`config.mk`:
```
export PLATFORM = sky130hd
export DESIGN_NAME = uart_tx_serializer
export DESIGN_NICKNAME = d
export VERILOG_FILES = /design/src/rtl/uart_pkg.sv /design/src/rtl/uart_bit_timer.sv /design/src/rtl/uart_tx_serializer.sv
export SDC_FILE = /design/constraint.sdc
export NUM_CORES = 1
export LEC_CHECK = 0
export ABC_AREA = 1
export BUFFER_PORTS_ARGS = -buffer_cell sky130_fd_sc_hd__buf_2
export CORE_MARGIN = 4
export CORE_UTILIZATION = 51
export CTS_CLUSTER_DIAMETER = 150
export DETAILED_ROUTE_END_ITERATION = 16
export GPL_TIMING_DRIVEN = 0
export PLACE_DENSITY = 0.78
export SYNTH_ARGS = -nofsm -noshare
export SYNTH_HDL_FRONTEND = slang
export SYNTH_HIERARCHICAL = 1
export SYNTH_SLANG_ARGS = --single-unit
```
`constraint.sdc`:
```
create_clock -name clk -period 2.7 [get_ports clk]
set_input_delay 0.675 -clock clk [delete_from_list [all_inputs] [get_ports clk]]
set_output_delay 0.675 -clock clk [all_outputs]
set_load 0.01 [all_outputs]
```
`src/rtl/uart_pkg.sv`:
```
// uart_pkg: shared UART state encoding, frame width and line levels
package uart_pkg;
    typedef enum logic [2:0] {IDLE, START, DATA, PARITY, STOP} uart_state_e;
    localparam int UART_DATA_BITS = 8;
    localparam logic UART_IDLE = 1'b1;
    localparam logic UART_START = 1'b0;
endpackage

```
`src/rtl/uart_bit_timer.sv`:
```
// uart_bit_timer: DIV-cycle bit counter with clear input and end-of-bit strobe
module uart_bit_timer #(
    parameter int DIV = 10
) (
    input  logic clk,
    input  logic reset,
    input  logic i_clear,
    output logic o_tick
);
    localparam int W = $clog2(DIV);
    localparam logic [W-1:0] LAST = W'(DIV - 1);
    logic [W-1:0] cnt_q, cnt_d;
    always_comb begin
        o_tick = cnt_q == LAST;
        cnt_d = (i_clear || o_tick) ? '0 : cnt_q + 1'b1;
    end
    always_ff @(posedge clk) begin
        if (reset) cnt_q <= '0;
        else cnt_q <= cnt_d;
    end
endmodule

```
`src/rtl/uart_tx_serializer.sv`:
```
// uart_tx_serializer: LSB-first 8N1 UART transmitter; define UART_TX_PARITY_EN for 8E1
module uart_tx_serializer
    import uart_pkg::*;
#(
    parameter int CLK_FREQ = 100_000_000,
    parameter int BAUD = 9600
) (
    input  logic       clk,
    input  logic       reset,
    input  logic       i_tx_start,
    input  logic [7:0] i_tx_data,
    output logic       o_tx,
    output logic       o_tx_busy,
    output logic       o_tx_done
);
    localparam int DIV = CLK_FREQ / BAUD;
    localparam logic [2:0] LAST_BIT = 3'(UART_DATA_BITS - 1);
    uart_state_e state_q, state_d;
    logic [7:0] shift_q, shift_d;
    logic [2:0] idx_q, idx_d;
    logic tx_q, tx_d, busy_q, busy_d, done_q, done_d, tick;
`ifdef UART_TX_PARITY_EN
    logic par_q, par_d;
`endif
    // counter is held at zero while idle so the start bit gets a full DIV clocks
    uart_bit_timer #(.DIV(DIV)) u_timer (
        .clk(clk),
        .reset(reset),
        .i_clear(state_q == IDLE),
        .o_tick(tick)
    );
    always_comb begin
        state_d = state_q;
        shift_d = shift_q;
        idx_d = idx_q;
        tx_d = tx_q;
        busy_d = busy_q;
        done_d = 1'b0;
`ifdef UART_TX_PARITY_EN
        par_d = par_q;
`endif
        case (state_q)
            IDLE: if (i_tx_start) begin
                state_d = START;
                shift_d = i_tx_data;
                idx_d = '0;
                tx_d = UART_START;
                busy_d = 1'b1;
`ifdef UART_TX_PARITY_EN
                par_d = ^i_tx_data;
`endif
            end
            START: if (tick) begin
                state_d = DATA;
                tx_d = shift_q[0];
            end
            DATA: if (tick) begin
                if (idx_q == LAST_BIT) begin
`ifdef UART_TX_PARITY_EN
                    state_d = PARITY;
                    tx_d = par_q;
`else
                    state_d = STOP;
                    tx_d = UART_IDLE;
`endif
                end else begin
                    shift_d = shift_q >> 1;
                    idx_d = idx_q + 3'd1;
                    tx_d = shift_q[1];
                end
            end
`ifdef UART_TX_PARITY_EN
            PARITY: if (tick) begin
                state_d = STOP;
                tx_d = UART_IDLE;
            end
`endif
            STOP: if (tick) begin
                state_d = IDLE;
                busy_d = 1'b0;
                done_d = 1'b1;
            end
            default: begin
                state_d = IDLE;
                tx_d = UART_IDLE;
                busy_d = 1'b0;
            end
        endcase
    end
    always_ff @(posedge clk) begin
        if (reset) begin
            state_q <= IDLE;
            shift_q <= '0;
            idx_q <= '0;
            tx_q <= UART_IDLE;
            busy_q <= 1'b0;
            done_q <= 1'b0;
`ifdef UART_TX_PARITY_EN
            par_q <= 1'b0;
`endif
        end else begin
            state_q <= state_d;
            shift_q <= shift_d;
            idx_q <= idx_d;
            tx_q <= tx_d;
            busy_q <= busy_d;
            done_q <= done_d;
`ifdef UART_TX_PARITY_EN
            par_q <= par_d;
`endif
        end
    end
    assign o_tx = tx_q;
    assign o_tx_busy = busy_q;
    assign o_tx_done = done_q;
endmodule

```
Yosys cells after proc, flatten, opt, wreduce, memory -nomap -nowiden --
Cells that the tools add are included.
Word-level totals: output and inout port bits 3, input port bits 11, bits in registers 31
Cells by class: eq/ne operators 11, bitwise gates (word level) 2, $add $sub $neg 2, multiplexer cells 23, reductions and logical operators 10
Operators by type and width (count):
- two-way mux 3 bit | 8
- two-way mux 8 bit | 3
- one-hot mux 8 bit (2 select lines) | 1
- adder 14 x 1 -> 14 bit (second input constant) | 1
- equality test 14 bit (second input constant) | 1
- inequality test 2 bit (second input constant) | 6
- one-hot mux 3 bit (4 select lines) | 1
- AND reduction 4 bit | 2
- two-way mux 1 bit | 7
- equality test 3 bit (second input constant) | 2
- one-hot mux 3 bit (2 select lines) | 1
- OR reduction 2 bit | 3
- AND reduction 5 bit | 1
- one-hot mux 1 bit (4 select lines) | 1
- adder 3 x 1 -> 3 bit (second input constant) | 1
- equality test 3 x 1 -> 1 bit (second input constant) | 1
- equality test 3 x 2 -> 1 bit (second input constant) | 1
- zero test 3 bit | 1
- one-hot mux 1 bit (3 select lines) | 1
- AND reduction 3 bit | 1
- inverter 1 bit | 2
- nonzero test 2 bit | 1
- logical OR 1 bit | 1

Depth between registers and ports, before layout --
word-level depth 4, mapped depth 13

Hierarchy --
The synthesis kept the hierarchy.
Modules (own cells, without submodules):
- uart_tx_serializer | cells each 129, instances 1, area each 878.3 µm²
- uart_bit_timer | cells each 112, instances 1, area each 721.9 µm²

Worst setup path after synthesis --
OpenSTA, ideal clock, no wires.
kind register to register, start register u_timer.cnt_q[0], end register idx_q[1], arrival 1.616 ns, clock period less this slack 1.733 ns, data required time 2.583 ns, cell stages (with the launch flop) 14, slack 0.967 ns, cell sequence dfxtp_1 -> ha_1 -> nand2_1 -> nor2_1 -> nand3_1 -> nor2_1 -> inv_1 -> nor2_1 -> nand2_2 -> nand2_2 -> inv_2 -> buf_6 -> a21oi_2 -> nor2_1
Between the ends: longest elaborated chain between the ends 3
RTL lines:
- start: declaration | line uart_bit_timer.sv:12 | logic [W-1:0] cnt_q, cnt_d;
- start signal: assignment | line uart_bit_timer.sv:19 | else cnt_q <= cnt_d;
- equality test 14 bit | line uart_bit_timer.sv:14 | o_tick = cnt_q == LAST;
- net tick | line uart_tx_serializer.sv:21 | logic tx_q, tx_d, busy_q, busy_d, done_q, done_d, tick;
- inequality test 2 bit (no source line)
- AND reduction 4 bit (no source line)
- end signal: assignment | line uart_tx_serializer.sv:104 | idx_q <= idx_d;
- end: declaration | line uart_tx_serializer.sv:20 | logic [2:0] idx_q, idx_d;
The timed path passes the listed nets, and every way through them passes these cells. A chain may end at the register's enable or synchronous reset.

Final worst setup path --
start register u_timer.cnt_q[0], end register shift_q[0]
Between the ends: longest elaborated chain between the ends 3
RTL lines:
- equality test 14 bit | line uart_bit_timer.sv:14
- net tick | line uart_tx_serializer.sv:21
- inequality test 2 bit (no source line)
- AND reduction 4 bit (no source line)
- end signal: assignment | line uart_tx_serializer.sv:103 | shift_q <= shift_d;
- end: declaration | line uart_tx_serializer.sv:19 | logic [7:0] shift_q, shift_d;
The timed path passes the listed nets, and every way through them passes these cells.

==> flow_summary.json <==
{
  "min-delay-path-class": "reg -> reg",
  "wl_per_cell_um": 10.24,
  "place_ws_ns": 0.6473,
  "timing.critical_path.to_type": "register",
  "grt_max_degree": 11,
  "post_cts_hold_buffer_count": 0,
  "dr_total_vias": 1504,
  "tritoncts": "yes",
  "hold_violations": 0,
  "coreArea_um2": 3028,
  "grt_pass1_wl_um": 5471,
  "vdd.ir_drop.worst_mv": 0.4740,
  "maxUsedRoutingLayer": "met4",
  "tritoncts_num_sinks": 31,
  "max_buffers_root_to_sink": 2,
  "regToRegSetupSlack_ns": 0.64,
  "number_of_rows_created_at_floorplan": 20,
  "h-tree-depth": 2,
  "drt_first_iter_violations": 133,
  "critPathArrivalTime_ns": 2.28,
  "clock-skew-final_ns": 0.005278,
  "report.final.setup_viol": 0,
  "n_antenna_cell": 0,
  "detailedRoute.firstPassIterationCount": 5,
  "first_global_vias": 1311,
  "final_nets": 275,
  "startpoint_type": "register",
  "layout_worst_path_cycle_share_pct": 76.33,
  "post_cts_resized": 0,
  "instances_no_fill": 306,
  "synthFlopType": "dfxtp_1",
  "track_usage_pct": 16.72,
  "ctsRootBufferMaster": "clkbuf_4",
  "critPathKind": "reg -> reg",
  "die-width_um": 64.02,
  "synth_seq_cells": 31,
  "grt_antenna_before_repair": 0,
  "layout.cells.most_common": "nor2_1",
  "outcome": "finished, final reports clean",
  "setup-tns-final_ns": 0,
  "dp.cells": 298,
  "clk_pin_slew_worst_paths_ns": 0.09,
  "met3RoutedLength_um": 136,
  "static-leakage-power_nw": 0.8109,
  "final_hpwl_dp_um": 2275,
  "die_h_um": 64.02,
  "ys.warnings.count": 6,
  "max_freq_ghz": 0.4852,
  "floorplan.initialDensity_pct": 52.85,
  "synth.avg_cell_area_um2": 6.640,
  "fraction_of_layout_instances_using_a_drive_strength_above_1_pct": 13.74,
  "viasPerCell": 4.915,
  "number_of_buffers_inserted_to_repair_setup_after_cts": 0,
  "slew-limit-headroom_pct": 75.92,
  "crit_required_ns": 2.92,
  "route.antenna.remaining_nets": 0,
  "design_power_total_mw": 1.567,
  "area_growth_syn_to_layout_pct": 11.81,
  "drc_errors": 0,
  "cts_inserted_buffers": 5,
  "postPlaceCellArea_um2": 1720,
  "power.density_cell_area_nw_per_um2": 875.7,
  "port_buffers": 13,
  "synth-async-reset-ratio_pct": 0,
  "synth_enable_flop_cells": 0,
  "max-cap-violations": 0,
  "post_synth_inst_count": 241,
  "wirelength_um": 3134,
  "ios": 14,
  "timing.final.crit_period_ns": 2.061,
  "worst-path-max-fanout": 10,
  "synth.distinct_cells": 23,
  "dieArea_um2": 4098,
  "gp_routability_congestion": 0.8541,
  "grt_setup_unrepaired": "no",
  "worst-slew-pin-transition_ns": 0.3613,
  "met1Wirelength_um": 1530,
  "drv_slew": 0,
  "syn_area_um2": 1600,
  "post-route-cell-area_um2": 1789,
  "worst_slack_ns": 0.6392,
  "clk-insertion-delay-late_ns": 0.32,
  "met2RoutedLength_um": 1412,
  "layout.cells.most_common_list": "nor2_1 (61), nand2_1 (60), dfxtp_1 (31)",
  "syn_nets": 255,
  "grt_overflow": 0,
  "seq_area_frac_synth_pct": 38.78
}
==> critical path, stage by stage (launching register included) <==
cell,delay [ns]
dfxtp_1,0.36
ha_1,0.22
nand2_1,0.06
nor2_1,0.25
nand3_1,0.11
nor2_1,0.21
inv_1,0.14
nor2_1,0.13
nand2_2,0.07
nand2_2,0.08
inv_2,0.04
buf_6,0.13
nor2_1,0.10
nor2_1,0.06
==> synthesized netlist by cell type (all sizes together) (3+ instances only) <==
master / instances / area share, %
xor2: 3 / 1.6
dfxtp: 31 / 39
ha: 3 / 2.3
nor2: 63 / 15
nand4: 3 / 1.2
inv: 22 / 5.2
buf: 5 / 3.3
a21oi: 7 / 2.7
xnor2: 3 / 1.6
o21ai: 15 / 4.7
nand3: 19 / 5.9
nand2: 64 / 16
==> metrics by stage <==
stage                     util (%)  hold slack [ns]
after global routing         59.09           0.5007
final                        59.09           0.4562
after global placement       56.82           0.4313
after detailed placement     56.82           0.4474
after floorplan                  -           0.4175
after CTS                    59.09           0.4648
==> layout make-up <==
type                            instances  area (µm²)
Inverter                               22       82.58
Buffer                                  6       56.30
Tap cell                               44       55.05
Clock buffer                            8       68.82
Multi-Input combinational cell        182       840.8
Timing Repair Buffer                   13       65.06
Fill cell                             285        1239
Sequential cell                        31       620.6
==> layer usage <==
layer,track usage (%),up-vias
met5,0,-
met4,7.547,0
met3,4.218,7
met2,25.81,29
met1,21.81,677
li1,-,791
==> flip-flops by register name, summed over array words and instances (netlist names) <==
| register | count |
|---|---|
| o_tx_busy | 1 |
| shift_q | 8 |
| u_timer/cnt_q | 14 |
| o_tx_done | 1 |
| o_tx | 1 |
| idx_q | 3 |
| state_q | 3 |
==> kinds of logic (layout without fill, tap and decap cells) <==
kind of cell    count (synthesis)  count (layout)  synth area share (%)
simple gates                  151             151                 39.56
xor+xnor                        6               6                 3.284
compound gates                 22              22                 7.349
flops                          31              31                 38.78
fa+ha+maj                       3               3                 2.346
buf+inv                        28              49                 8.678
==> where the power goes <==
group / internal (mW) / switching, mW / leakage, nW / total [mW]
combinational: 0.249 / 0.385 / 0.519 / 0.634
sequential: 0.547 / 0.0837 / 0.253 / 0.631
clock: 0.153 / 0.149 / 0.0386 / 0.302
==> worst paths after layout <==
| check | startpoint | to | depth (start not counted) |
|---|---|---|---|
| worst max-delay path | u_timer/cnt_q[0] | shift_q[0] | 13 |
| worst max register to register | u_timer/cnt_q[0] | shift_q[0] | 13 |
| worst min-delay path | u_timer/cnt_q[0] | u_timer/cnt_q[0] | 1 |
| worst min register to register | u_timer/cnt_q[0] | u_timer/cnt_q[0] | 1 |
(Power assumes the default switching activity.)
